## config.mk

```make
export PLATFORM = sky130hd
export DESIGN_NAME = data_mem_lw_ctrl
export DESIGN_NICKNAME = d
export VERILOG_FILES = /design/src/rtl/data_mem_lw_ctrl.sv
export SDC_FILE = /design/constraint.sdc
export NUM_CORES = 1
export LEC_CHECK = 0
export CORE_MARGIN = 3
export CORE_UTILIZATION = 48
export CTS_CLUSTER_DIAMETER = 50
export DETAILED_ROUTE_END_ITERATION = 16
export PLACE_DENSITY = 0.93
export SLEW_MARGIN = 10
export SYNTH_ARGS = -nofsm -noshare
export SYNTH_HDL_FRONTEND = slang
export SYNTH_SLANG_ARGS = --single-unit
```

## constraint.sdc

```tcl
create_clock -name Clk -period 7.7 [get_ports Clk]
set_input_delay 1.54 -clock Clk [delete_from_list [all_inputs] [get_ports Clk]]
set_output_delay 1.54 -clock Clk [all_outputs]
set_load 0.01 [all_outputs]
```

## src/rtl/data_mem_lw_ctrl.sv

```systemverilog
// Load controller: issues a word-aligned memory read, then extracts and extends
// the addressed byte/halfword/word into Load_Data.
module data_mem_lw_ctrl #(
    parameter int unsigned TIMEOUT_CYCLES = 16
) (
    input  logic        Clk,
    input  logic        Rst,
    input  logic        Load_Start,
    input  logic [2:0]  Lw_Sw_OP,
    input  logic [31:0] Addr,
    output logic        Mem_Req_Valid,
    input  logic        Mem_Req_Ready,
    output logic [31:0] Mem_Req_Addr,
    input  logic        Mem_Resp_Valid,
    input  logic [31:0] Mem_Resp_Data,
    output logic        Load_Busy,
    output logic        Load_Done,
    output logic        Load_Error,
    output logic [31:0] Load_Data
);

    localparam int unsigned CNT_W = 8;
    localparam logic [CNT_W-1:0] CNT_LAST = CNT_W'(TIMEOUT_CYCLES - 1);

    localparam logic [2:0] OP_LB  = 3'b000;
    localparam logic [2:0] OP_LH  = 3'b001;
    localparam logic [2:0] OP_LW  = 3'b010;
    localparam logic [2:0] OP_LBU = 3'b100;
    localparam logic [2:0] OP_LHU = 3'b101;

    typedef enum logic [2:0] {
        S_IDLE,
        S_REQ,
        S_WAIT,
        S_DONE,
        S_ERR
    } state_t;

    state_t            state, state_nxt;
    logic [2:0]        op_q, op_nxt;
    logic [31:0]       addr_q, addr_nxt;
    logic [CNT_W-1:0]  cnt_q, cnt_nxt;
    logic              req_valid_nxt;
    logic [31:0]       req_addr_nxt;
    logic              busy_nxt;
    logic              done_nxt;
    logic              err_nxt;
    logic [31:0]       data_nxt;

    // Illegal opcode or an access that does not fit its natural alignment
    function automatic logic bad_request(input logic [2:0] op, input logic [1:0] lane);
        logic bad;
        case (op)
            OP_LB, OP_LBU: bad = 1'b0;
            OP_LH, OP_LHU: bad = lane[0];
            OP_LW:         bad = (lane != 2'b00);
            default:       bad = 1'b1;
        endcase
        return bad;
    endfunction

    function automatic logic [31:0] extract(input logic [2:0] op, input logic [1:0] lane,
                                            input logic [31:0] word);
        logic [7:0]  b;
        logic [15:0] h;
        logic [31:0] res;
        case (lane)
            2'd0:    b = word[7:0];
            2'd1:    b = word[15:8];
            2'd2:    b = word[23:16];
            default: b = word[31:24];
        endcase
        h = lane[1] ? word[31:16] : word[15:0];
        case (op)
            OP_LB:   res = {{24{b[7]}}, b};
            OP_LBU:  res = {24'h0, b};
            OP_LH:   res = {{16{h[15]}}, h};
            OP_LHU:  res = {16'h0, h};
            default: res = word;
        endcase
        return res;
    endfunction

    always_ff @(posedge Clk or posedge Rst) begin
        if (Rst) begin
            state         <= S_IDLE;
            op_q          <= 3'b000;
            addr_q        <= 32'h0;
            cnt_q         <= '0;
            Mem_Req_Valid <= 1'b0;
            Mem_Req_Addr  <= 32'h0;
            Load_Busy     <= 1'b0;
            Load_Done     <= 1'b0;
            Load_Error    <= 1'b0;
            Load_Data     <= 32'h0;
        end else begin
            state         <= state_nxt;
            op_q          <= op_nxt;
            addr_q        <= addr_nxt;
            cnt_q         <= cnt_nxt;
            Mem_Req_Valid <= req_valid_nxt;
            Mem_Req_Addr  <= req_addr_nxt;
            Load_Busy     <= busy_nxt;
            Load_Done     <= done_nxt;
            Load_Error    <= err_nxt;
            Load_Data     <= data_nxt;
        end
    end

    // Next state plus next values of every registered output
    always_comb begin
        state_nxt     = state;
        op_nxt        = op_q;
        addr_nxt      = addr_q;
        cnt_nxt       = cnt_q;
        req_valid_nxt = 1'b0;
        req_addr_nxt  = Mem_Req_Addr;
        done_nxt      = 1'b0;
        err_nxt       = 1'b0;
        data_nxt      = Load_Data;

        case (state)
            S_IDLE: begin
                if (Load_Start) begin
                    op_nxt   = Lw_Sw_OP;
                    addr_nxt = Addr;
                    if (bad_request(Lw_Sw_OP, Addr[1:0])) begin
                        state_nxt = S_ERR;
                        err_nxt   = 1'b1;
                    end else begin
                        state_nxt     = S_REQ;
                        req_valid_nxt = 1'b1;
                        req_addr_nxt  = {Addr[31:2], 2'b00};
                    end
                end
            end
            S_REQ: begin
                if (Mem_Req_Ready) begin
                    state_nxt = S_WAIT;
                    cnt_nxt   = '0;
                end else begin
                    req_valid_nxt = 1'b1;
                end
            end
            S_WAIT: begin
                // A response in the final cycle takes priority over the timeout
                if (Mem_Resp_Valid) begin
                    state_nxt = S_DONE;
                    done_nxt  = 1'b1;
                    data_nxt  = extract(op_q, addr_q[1:0], Mem_Resp_Data);
                end else if (cnt_q == CNT_LAST) begin
                    state_nxt = S_ERR;
                    err_nxt   = 1'b1;
                end else begin
                    cnt_nxt = cnt_q + CNT_W'(1);
                end
            end
            S_DONE:  state_nxt = S_IDLE;
            S_ERR:   state_nxt = S_IDLE;
            default: state_nxt = S_IDLE;
        endcase

        busy_nxt = (state_nxt != S_IDLE);
    end

endmodule

```

After elaboration in Yosys (flattened, before gate mapping)
Index checks and enable logic that the tools add are counted.
- add/subtract/negate cells: 1
- $mul: 0
- divide/modulo/power cells: 0
- $lt $le $gt $ge: 0
- equality and inequality tests: 15
- shift operators: 0
- multiplexer cells: 27
- bitwise logic cells: 1
- reduce and logical (&&, ||, !) cells: 13
- operators by type and width (kind ; number):
    $pmux W32 S4 ; 1
    $mux W8 ; 3
    $pmux W8 S3 ; 1
    $mux W16 ; 1
    $pmux W8 S2 ; 1
    $mux W3 ; 5
    $eq A3 B3 Y1 const B ; 4
    $mux W1 ; 11
    $eq A3 B1 Y1 const B ; 3
    $logic_not A3 Y1 ; 3
    $pmux W3 S3 ; 1
    $add A8 B1 Y8 const B ; 1
    $eq A8 B4 Y1 const B ; 1
    $eq A3 B2 Y1 const B ; 2
    $ne A2 B2 Y1 const B ; 3
    $pmux W1 S2 ; 2
    $reduce_and A2 Y1 ; 2
    $reduce_and A4 Y1 ; 1
    $reduce_bool A2 Y1 ; 2
    $reduce_or A2 Y1 ; 2
    $pmux W1 S3 ; 1
    $reduce_and A3 Y1 ; 1
    $reduce_bool A3 Y1 ; 1
    $eq A2 B1 Y1 const B ; 1
    3 further kinds ; 3
- register bits after elaboration: 82
- bits in latches: 0
- RAM bits: 0
- ROM bits: 0
- input port bits: 72
- output and inout bits: 68
- logic and storage cells: 67
- memories kept: 0

Depth between registers and ports, before layout
- depth in word-level cells: 9
- mapped depth: 10
- gate-level depth less buffers: 6

Least setup slack after synthesis
OpenSTA, ideal clock, no wires.
- path type: input-to-reg
- start point: input Load_Start
- end point: register Mem_Req_Addr[23]
- library setup time: 0.128 ns
- arrival: 2.692 ns
- required time: 7.572 ns
- path slack: 4.880 ns
- stages on the path: 4
- buffers on the path: 1
- cell sequence: nor4b_2 -> o21ai_2 -> buf_2 -> mux2_1
- longest elaborated chain between the ends: 1
- RTL lines (what ; RTL line ; text):
    from (decl) ; 8 ; input logic Load_Start,
    $reduce_and A3 Y1 (no source line) ; -- ;
    to (signal assigned) ; 102 ; Mem_Req_Addr <= req_addr_nxt;
    to (decl) ; 13 ; output logic [31:0] Mem_Req_Addr,
Every way passes these cells.
A chain may end at the register's enable or synchronous reset.

Worst setup path after layout
- start point: input Mem_Resp_Valid
- end point: register Load_Data[31]
- longest elaborated chain between the ends: 1
- RTL lines (what ; RTL line ; text):
    from (decl) ; 14 ; input logic Mem_Resp_Valid,
    $reduce_and A2 Y1 (no source line) ; -- ;
    to (signal assigned) ; 106 ; Load_Data <= data_nxt;
    to (decl) ; 19 ; output logic [31:0] Load_Data
Every way passes these cells.

==> metrics.md <==
| Metric | Value |
|---|---|
| Nets | `548` |
| Syn Inst Count | `between 300 and 400` |
| Drt first pass iters | `5` |
| Fin. max-slew vios | `0` |
| Most used DFF post-synth | `dfrtp_1` |
| Share of cells above drive strength 1 | `between 15 and 20%` |
| Tot GR Track Use | `between 20 and 25%` |
| Internal Power | `1.39 mW` |
| Actual slew at the worst max-slew pin | `slightly below 1 ns` |
| GP Congestion | `approximately 0.90` |
| Wire per inst | `17.1 microns` |
| Met3 usage | `between 4 and 5%` |
| Inserted Diodes | `0` |
| Final Cell Area | `around 5500 sq um` |
| Status | `finished, final reports clean` |
| Rows | `32` |
| Total CTS buffers | `9` |
| Final TNS setup | `0 ns` |
| Remaining DRCs | `0` |
| Yosys top cell by area | `dfrtp_1` |
| Chip width | `roughly 96 microns` |
| Final worst-path cycle share | `between 40% and 50%` |
| 1st-iter DRT viols | `around 250` |
| Max Fanout on Critical Path | `42` |
| Largest net degree at the start of global routing | `83` |
| Area contributors post-synth | `dfrtp_1 53%, mux2_2 11%, nand2_1 4.4%` |
| GR Util met2 | `between 30% and 40%` |
| CTS H-tree depth | `3` |
| Synth Cell Area | `about 3800 sq um` |
| Post-DRT Antenna Nets | `0` |
| Max Cap Viol | `0` |
| Clock power share | `19.6%` |
| Gate power share | `between 40% and 50%` |
| Core Area | `between 7000 and 8000 sq um` |
| Ports | `140` |
| Worst path slowest cell | `or4_4` |
| Yosys warning count | `0` |
| CTS tree | `yes` |
| Crit start category | `input pin` |
| Worst setup EP type | `flop` |
| Placed Instance Area | `5230 sq um` |
| Wirelength, routed | `approximately 10000 microns` |
| Hold Fails Final Rpt | `0` |
| Clock Sinks | `around 80` |
| Die area | `roughly 9100 sq um` |
| Starting density of the core | `about 50%` |
| PD cells | `379 nW/um^2` |
| Arrival @ worst endpoint | `about 4.0 ns` |
| Number of global-route vias before repair | `between 3000 and 4000` |
| Distinct cells, synth | `47` |
| Clk Tree Root Cell | `clkbuf_8` |
| Synthesized area per cell | `roughly 11 sq um` |
| Area grow syn2layout | `42.7%` |
| Setup violations, final | `0` |
| Critical path required time | `roughly 8 ns` |
| Hold crit path type | `flop to flop` |
| Post-Route Utilization | `roughly 70%` |
| Fillcell total | `roughly 560` |
| Unrepaired setup endpoints after global routing | `no` |
| Fin Hold WS | `between 0.5 and 0.6 ns` |
| Cell leakage power | `between 2 and 2.5 nW` |
| Rel. slew slack | `between 30% and 40%` |
| Initial antenna violation count | `0` |
| DPL Wire Length | `between 7000 and 8000 microns` |
| Reg power frac | `between 30% and 40%` |
| DP Worst Slack | `3.64 ns` |
| Setup bufs post-CTS | `0` |
| Die height | `approximately 96 microns` |
| Ys async rst share | `100%` |
| Total power | `a little over 2 mW` |
| Max frequency | `around 270 MHz` |
| Switch share | `between 30% and 40%` |
| Critical setup path kind | `input pin to flop` |
| EDFF count, synth | `0` |
| Inst Count DP | `566` |
| Sequential area share after synthesis | `between 50 and 60%` |
| Final setup margin | `3.94 ns` |
| Cell depth of the worst flop-to-flop path | `6` |
| Yosys reg bits | `82` |
| First-pass GRT wire length | `~16000 microns` |
| Routed vias | `between 3000 and 4000` |
| Hold path cells | `2` |
| P_sw | `692 uW` |
| I/O Buffers | `137` |
| CP peak stage delay | `about 0.75 ns` |
| Met1 Use GR | `roughly 30%` |
| Synth top cells by count | `82 x dfrtp_1, 45 x nand2_1, 39 x mux2_2` |
| Clock skew | `~0.012 ns` |
| Worst-Skew Late Latency | `about 0.35 ns` |
| GRT Residual Overflow | `0` |
| Final min period | `approximately 3.8 ns` |
| Non-filler cells, final | `581` |
| Worst-path cell chain | `clkdlybuf4s50_1 > nand3_4 > clkinv_2 > nand2b_1 > or4_4 > nand3_1` |
| Yosys top cell area share | `between 50% and 60%` |
| Max IR drop VDD | `approximately 0.30 mV` |
| Worst-path clk slew | `0.08 ns` |
| CTS max path bufs | `2` |
| Vias per inst | `between 5 and 6` |
| Most used routing layer | `met2` |
| Post-CTS Resized | `0` |
| Post-CTS Hold Buffers | `0` |
| Most common cell in the synthesized netlist | `dfrtp_1` |
[cell families (layout without fill, tap and decap cells)]
family	count (synthesis)	in the layout	share of synthesized area [%]
xor+xnor	4	4	0.911
other cells	1	2	0.0975
buf+inv	30	159	4.10
mux	44	44	13.1
simple gates	140	140	20.1
fa+ha+maj	1	1	0.325
compound gates	47	47	7.97
flops	82	82	53.3
[flip-flops by register name, summed over array words and instances, names as in the netlist]
name / count
Mem_Req_Valid: 1
op_q: 3
addr_q: 2
cnt_q: 8
Load_Data: 32
Load_Error: 1
Load_Busy: 1
state: 3
Mem_Req_Addr: 30
Load_Done: 1
[critical path, delay by kind of cell]
family,cells,cell delay (ns)
buffers and inverters,2,1.01
AND/OR/NAND/NOR,4,1.48
[power groups by stage]
stage | Sequential, mW | Clock, mW | Combinational (mW)
floorplan | 0.792 | 0 | 0.425
global placement | 0.778 | 0 | 0.866
detailed placement | 0.786 | 0 | 0.896
CTS | 0.778 | 0.414 | 0.900
global route | 0.806 | 0.429 | 0.967
finish | 0.781 | 0.407 | 0.893
[metal layers]
metal / wire, microns / share of wire [%] / vias to the layer above
met5: 0 / 0 / -
met4: 227 / 2.3 / 0
met3: 973 / 9.8 / 22
met2: 4690 / 47 / 185
met1: 4060 / 41 / 1556
li1: - / - / 1487
[cells in the final DEF (no fill, tap or decap), types with 10 or more instances in the layout]
cell type	synthesis	routed
nor3_1	10	10
a21oi_1	10	10
nor2_1	11	11
dfrtp_1	82	82
nand3_2	10	10
o21ai_0	16	16
nand3_1	28	28
mux2_2	39	39
clkdlybuf4s50_1	0	137
nand2_1	45	45
[layout make-up]
| class | count | area [sq um] | share of cell area [%] |
|---|---|---|---|
| multi-input cells | 238 | 1640 | 29.9 |
| well taps | 102 | 128 | 2.32 |
| repair buffers | 139 | 1390 | 25.3 |
| clock inverters | 6 | 138 | 2.51 |
| inverters | 5 | 21.3 | 0.387 |
| clock buffers | 9 | 124 | 2.26 |
| flip-flops and latches | 82 | 2050 | 37.4 |
[worst paths after layout]
kind                                            from                          end  slack, ns
min reg2reg                Load_Data[23]$_DFFE_PP0P_    Load_Data[23]$_DFFE_PP0P_       0.51
min in group asynchronous                        Rst  Mem_Req_Addr[5]$_DFFE_PP0P_       1.84
max in group asynchronous                        Rst    Load_Data[13]$_DFFE_PP0P_       5.24
max                                   Mem_Resp_Valid    Load_Data[31]$_DFFE_PP0P_       3.94
max reg2reg                       state[0]$_DFF_PP0_    Load_Data[31]$_DFFE_PP0P_       5.05
min                        Load_Data[23]$_DFFE_PP0P_    Load_Data[23]$_DFFE_PP0P_       0.51
No activity file was read; power rests on OpenSTA's default activity.
